<file path="src/rtl/alu_issue_ctrl.sv">
// alu_issue_ctrl: 16x32 register file with a three-state issue/capture sequencer for an external registered ALU
module alu_issue_ctrl (
    input  logic        clk,
    input  logic        rst_n,
    input  logic        instr_valid,
    output logic        instr_ready,
    input  logic [31:0] instr,
    input  logic        ext_we,
    input  logic [3:0]  ext_addr,
    input  logic [31:0] ext_data,
    output logic [31:0] alu_a,
    output logic [31:0] alu_b,
    output logic [4:0]  alu_shamt,
    output logic [3:0]  alu_funct,
    input  logic [31:0] alu_res,
    output logic        done,
    output logic [31:0] done_data,
    output logic        err,
    output logic        busy
);
    typedef enum logic [1:0] {IDLE, ISSUE, CAPTURE} state_t;
    state_t      state, state_nx;
    logic [31:0] rf [16];
    logic [3:0]  funct_q, rd_q, rs_q, rt_q;
    logic [4:0]  shamt_q;
    logic        accept, legal, unused_ok;
    assign accept      = instr_valid && instr_ready;
    assign legal       = instr[31:28] inside {[4'd1:4'd9]};
    assign instr_ready = rst_n && state == IDLE;
    assign busy        = state != IDLE;
    assign unused_ok   = ^instr[10:0];
    // next state and ALU operand drive; operands are only non-zero during ISSUE
    always_comb begin
        state_nx  = state == IDLE ? (accept && legal ? ISSUE : IDLE) :
                    state == ISSUE ? CAPTURE : IDLE;
        alu_a     = state == ISSUE ? rf[rs_q] : '0;
        alu_b     = state == ISSUE ? rf[rt_q] : '0;
        alu_shamt = state == ISSUE ? shamt_q : '0;
        alu_funct = state == ISSUE ? funct_q : '0;
    end
    // state register
    always_ff @(posedge clk or negedge rst_n) begin
        if (!rst_n) state <= IDLE;
        else        state <= state_nx;
    end
    // instruction fields captured at the accept edge
    always_ff @(posedge clk or negedge rst_n) begin
        if (!rst_n) begin
            funct_q <= '0;
            rd_q    <= '0;
            rs_q    <= '0;
            rt_q    <= '0;
            shamt_q <= '0;
        end else if (accept) begin
            funct_q <= instr[31:28];
            rd_q    <= instr[27:24];
            rs_q    <= instr[23:20];
            rt_q    <= instr[19:16];
            shamt_q <= instr[15:11];
        end
    end
    // register file: writeback at the end of CAPTURE, preload only while idle
    always_ff @(posedge clk or negedge rst_n) begin
        if (!rst_n) begin
            for (int i = 0; i < 16; i++) rf[i] <= '0;
        end else if (state == CAPTURE) begin
            rf[rd_q] <= alu_res;
        end else if (state == IDLE && ext_we) begin
            rf[ext_addr] <= ext_data;
        end
    end
    // completion and rejection pulses; done_data holds the last writeback
    always_ff @(posedge clk or negedge rst_n) begin
        if (!rst_n) begin
            done      <= 1'b0;
            err       <= 1'b0;
            done_data <= '0;
        end else begin
            done      <= state == CAPTURE;
            err       <= accept && !legal;
            done_data <= state == CAPTURE ? alu_res : done_data;
        end
    end
endmodule

</file>
<file path="config.mk">
export PLATFORM = sky130hd
export DESIGN_NAME = alu_issue_ctrl
export DESIGN_NICKNAME = d
export VERILOG_FILES = /design/src/rtl/alu_issue_ctrl.sv
export SDC_FILE = /design/constraint.sdc
export NUM_CORES = 1
export LEC_CHECK = 0
export ABC_CLOCK_PERIOD_IN_PS = 4700
export CAP_MARGIN = 40
export CORE_MARGIN = 2
export CORE_UTILIZATION = 41
export DETAILED_ROUTE_END_ITERATION = 8
export PLACE_DENSITY = 0.65
export SLEW_MARGIN = 0
export SYNTH_ARGS = -nofsm -noshare
export SYNTH_HDL_FRONTEND = slang
export SYNTH_SLANG_ARGS = --single-unit
</file>
<file path="constraint.sdc">
create_clock -name clk -period 4.7 [get_ports clk]
set_input_delay 1.175 -clock clk [delete_from_list [all_inputs] [get_ports clk]]
set_output_delay 1.175 -clock clk [all_outputs]
set_load 0.02 [all_outputs]
</file>
## Yosys cells after proc, flatten, opt, wreduce, memory -nomap -nowiden

Index checks and enable logic that the tools add are counted.

| cells by class | value |
|---|---|
| order comparisons | 8 |
| eq/ne operators | 2 |
| muxes and demuxes | 21 |
| bitwise gates (word level) | 4 |
| reductions and logical operators | 12 |

Operators by type and width:

| cell | number |
|---|---|
| bitwise mux 512 bit | 2 |
| two-way mux 512 bit | 2 |
| binary-select mux 32 bit (select 4 bit) | 2 |
| demux 32 bit (select 4 bit) | 2 |
| two-way mux 32 bit | 8 |
| >= comparator 5 bit (second input constant) | 4 |
| NOT 4 -> 5 bit | 4 |
| less-than comparator 5 x 1 -> 1 bit (second input constant) | 2 |
| logical AND 1 bit | 8 |
| two-way mux 5 bit | 1 |
| >= comparator 4 x 1 -> 1 bit (second input constant) | 1 |
| less-or-equal comparator 4 bit (second input constant) | 1 |
| two-way mux 2 bit | 2 |
| two-way mux 4 bit | 1 |
| nonzero test 2 bit | 2 |
| equality test 2 x 1 -> 1 bit (second input constant) | 1 |
| equality test 2 bit (second input constant) | 1 |
| logical NOT 2 bit | 1 |
| logical NOT 1 bit | 1 |
| two-way mux 1 bit | 1 |

| storage, ports and cells | value |
|---|---|
| flip-flop bits (word level) | 569 |
| input bits | 104 |
| output and inout bits | 109 |
| logic and storage cells | 72 |

## Depth between registers and ports, before layout

| depth | value |
|---|---|
| word-level depth | 8 |
| mapped depth | 9 |
| depth with buffers taken out | 5 |

## Worst setup path before layout

OpenSTA, ideal clock, no wires.

| timing path | value |
|---|---|
| kind | register to output |
| start | register rt_q[2] |
| end | output port alu_b[15] |
| arrival | 1.810 ns |
| data required time | 3.525 ns |
| slack | 1.715 ns |
| stages on the path, launching flop included | 6 |
| path buffers | 2 |
| cells stage by stage | dfrtp_1 buf_2 clkbuf_1 mux4_2 a22o_1 a221o_1 |

| between the ends | value |
|---|---|
| longest elaborated chain between the ends | 5 |

Ends and longest elaborated chain:

| what | line | text |
|---|---|---|
| start, declared | 24 | `logic [3:0] funct_q, rd_q, rs_q, rt_q;` |
| start signal, assigned | 58 | `rt_q <= instr[19:16];` |
| NOT 4 -> 5 bit (implied by the code) | 37 | `alu_b = state == ISSUE ? rf[rt_q] : '0;` |
| binary-select mux 32 bit (select 4 bit) | 37 |  |
| two-way mux 32 bit (implied by the code) (2 in a row) | 37 |  |
| two-way mux 32 bit | 37 |  |
| end, declared | 12 | `output logic [31:0] alu_b,` |

No other way between the ends. The select of a mux whose other input is x is not followed.

## Worst setup path in the final report

| timing path | value |
|---|---|
| start | register state[1] |
| end | output port alu_a[3] |

| between the ends | value |
|---|---|
| longest elaborated chain between the ends | 2 |

Ends and longest elaborated chain:

| what | line | text |
|---|---|---|
| start, declared | 22 | `state_t state, state_nx;` |
| start signal, assigned | 44 | `else state <= state_nx;` |
| equality test 2 x 1 -> 1 bit | 36 | `alu_a = state == ISSUE ? rf[rs_q] : '0;` |
| two-way mux 32 bit | 36 |  |
| end, declared | 11 | `output logic [31:0] alu_a,` |

No other way between the ends.

==> results.tsv <==
stage	metric	value	unit
synthesis	yosys-top-cells-area	dfrtp_1, mux2_2, mux4_2	
sta	timing.fmax	0.211	GHz
sta	worst_slew_pin_slew	1190	ps
worst_setup_path	critPathLaunchType	register	
worst_setup_path	critPathMaxFanout	19	
synthesis	synth_ff_type	dfrtp_1	
clock_tree	clockRootBuffer	clkbuf_16	
synthesis	synth_top_area_cell	dfrtp_1	
route	drt_pass1_iterations	6	
min_path	hold_class	input pin to async pin	
worst_setup_path	crit_buf_inv	1	
route	wl_per_cell	36.1	um
worst_setup_path	ff2ff_path_depth	7	
sta	fin_tns_setup	-54.2	ps
clock_tree	clock_path_buffers	3	
floorplan	core	83600	sq um
run	maxCapViolCount	0	
sta	slew_violations	0	
clock_tree	hold_buffers	0	
worst_setup_path	r2r-end	rf[418]	
cells_and_area	seqCellArea	14300	sq um
route	via_per_inst	7.32	
power_and_ir_drop	peakVddDrop	262	uV
synthesis	syn_area_per_cell	12.0	sq um
route	routed_wl	147000	um
synthesis	syn-num-nets	2984	
clock_tree	cts_htree_levels	3	
floorplan	die-width	294	um
grt	grt_max_degree	190	
clock_tree	clk-insertion-delay-late	650	ps
floorplan	die-area	86700	sq um
cells_and_area	syn_to_final_growth	15.8	%
floorplan	initial_core_util	41.4	%
route	route.detailed.drc	0	
outcome	failed_checks	negative setup slack	
sta	rsz0062_at_grt	false	
clock_tree	clock-sinks	569	
sta	setup_viol	2	
place	port_buffers	201	
place	hpwl	84100	um
worst_setup_path	critical_path_class	register to output port	
synthesis	synth_most_common_cell	dfrtp_1	
route	drt-initial-drc-count	4571	
worst_setup_path	reg2reg_slack	1570	ps
clock_tree	cts.reportedPaths.clkPinSlew	60	ps
synthesis	ys_seq_area_share	41.2	%
power_and_ir_drop	power_density	370	nW/um^2
synthesis	async_reset_ff_share	100	%
sta	final_hold_viol_count	0	
cells_and_area	multiInputGateArea	18500	sq um
worst_setup_path	crit_slowest_cell	o22ai_1	
floorplan	num_rows	106	
synthesis	syn_area	34600	sq um
clock_tree	cts-buffers-inserted	68	
clock_tree	cts_tree	done	
grt	grt_pass1_vias	30371	
place	dpl.cell_count	3954	
worst_setup_path	cpLargestDelayFamily	simple AND/OR/NAND/NOR gates	
cells_and_area	fillers	7286	
sta	layout_setup_ws	-31.1	ps
worst_setup_path	regToRegStartpoint	state[0]	
sta	relSlewSlack	20.8	%
power_and_ir_drop	p_leak	0.0173	uW
floorplan	die_y	294	um
route	ant_nets	0	
cells_and_area	final_cells	4077	
grt	antenna_found_initial	6	
grt	gr-total-overflow	0	
synthesis	yosys.cell_types.count	43	
sta	period_share	101	%
grt	grt_pass1_wl	208000	um
cells_and_area	final_nets	3049	
worst_setup_path	required	3520	ps
synthesis	syn_inst	2880	
grt	grt_usage	33.2	%
sta	period_minus_slack	4730	ps
route	vias	29855	
sta	fin_skew	42.6	ps
synthesis	ys_ff_latch	569	
synthesis	synth_edf_count	0	
worst_setup_path	cp-end-kind	output port	
cells_and_area	layout-drive-gt1-share	34.0	%
worst_setup_path	critical_path_arrival	3560	ps
floorplan	ios	213	
synthesis	yosysWarnings	0	
outcome	status	finished, violations left	
worst_setup_path	cpPeakStageDelay	840	ps
synthesis	synth_commonest_cells	dfrtp_1, o22ai_1, mux2_2, mux2i_1, mux4_2	
synthesis	synth_top_area_share	41.2	%
worst_setup_path	crit_path_cell_trace	nor2b_1, nand2b_2, o22ai_1, clkdlybuf4s50_1	
place	place.gp.congestion	0.891	
## placed cells by master, fill, tap and decap left out, types with 18 or more instances in the layout
| cell type | count |
|---|---|
| dfrtp_1 | 562 |
| o22ai_1 | 541 |
| mux2_2 | 491 |
| mux2i_1 | 218 |
| clkdlybuf4s50_1 | 186 |
| mux4_2 | 159 |
| nand2_1 | 129 |
| buf_4 | 107 |
| a22oi_1 | 79 |
| clkbuf_16 | 69 |
| nand2_2 | 52 |
| mux2_1 | 42 |
| buf_12 | 38 |
| a221o_1 | 28 |
| nand3_1 | 27 |
| nor2b_1 | 25 |
| clkbuf_8 | 18 |
## per-stage QoR
step / util, % / total power, uW / hold slack, ps / setup slack, ps / instance area, sq um
finish: 47.9 / 14800 / 374 / -31.1 / 40100
global route: 47.9 / 15200 / 372 / 27.3 / 40100
CTS: 47.9 / 14700 / 355 / 92.5 / 40000
detailed placement: 45.2 / 9360 / 465 / 586 / 37800
global placement: 44.9 / 9230 / 461 / 575 / 37500
floorplan: - / 7830 / 449 / 1720 / 34600
## worst max path at each step
stage / cells after the start / endpoint / slack (ps) / startpoint
finish: 4 / alu_a[3] / -30 / state[1]
floorplan: 5 / alu_b[15] / 1720 / rt_q[2]
CTS: 6 / alu_b[11] / 90 / rt_q[0]
global placement: 6 / alu_a[31] / 580 / rs_q[0]
global route: 7 / alu_a[31] / 30 / rs_q[1]
detailed placement: 6 / alu_a[31] / 590 / rs_q[0]
## timing repair
item                                    CTS  global route
buffers inserted                          1             0
endpoints found under the setup margin    4             3
resized for setup                         1             3
cloned                                    0             0
## cell type report
cell class	instances	area share, %
multi-input combinational	1960	46.2
timing repair buffer	343	9.21
clock buffer	102	5.07
inverter	3	0.0281
clock inverter	19	0.522
tap	1080	3.37
antenna	1	0.00625
sequential	569	35.6
## sequential cells by signal, indices dropped and copies added (netlist names)
name,cells
err,1
funct_q,4
done_data,32
rf,512
rt_q,4
rd_q,4
shamt_q,5
state,2
rs_q,4
done,1
## cells by family (layout without fill, tap and decap cells)
| logic type | count (synthesis) | in the layout | synth area share, % |
|---|---|---|---|
| AND/OR/NAND/NOR | 327 | 327 | 4.89 |
| other | 0 | 1 | 0 |
| flip-flops | 569 | 569 | 41.2 |
| AO/OA/AOI/OAI | 723 | 723 | 14.0 |
| multiplexers | 910 | 910 | 34.0 |
| buffers and inverters | 351 | 467 | 5.92 |
## worst register-to-register path: stages, from the launching register on
cell,delay [ps]
dfrtp_2,410
buf_4,460
nand2b_4,340
inv_2,240
buf_16,250
nand2_1,710
o22ai_1,280
mux2_2,330
## where the power goes
group          total [uW]  internal (uW)  leakage, uW  switching, uW
combinational        3850           1510      0.00836           2340
clock                5400           3160      0.00110           2240
sequential           5590           5250      0.00779            344
## per-layer routing
metal	track usage [%]	share of wire, %
met5	0	0.031
met4	23.5	8.2
met3	10.9	14
met2	48.0	43
met1	41.8	35
No activity file was read; power rests on OpenSTA's default activity.
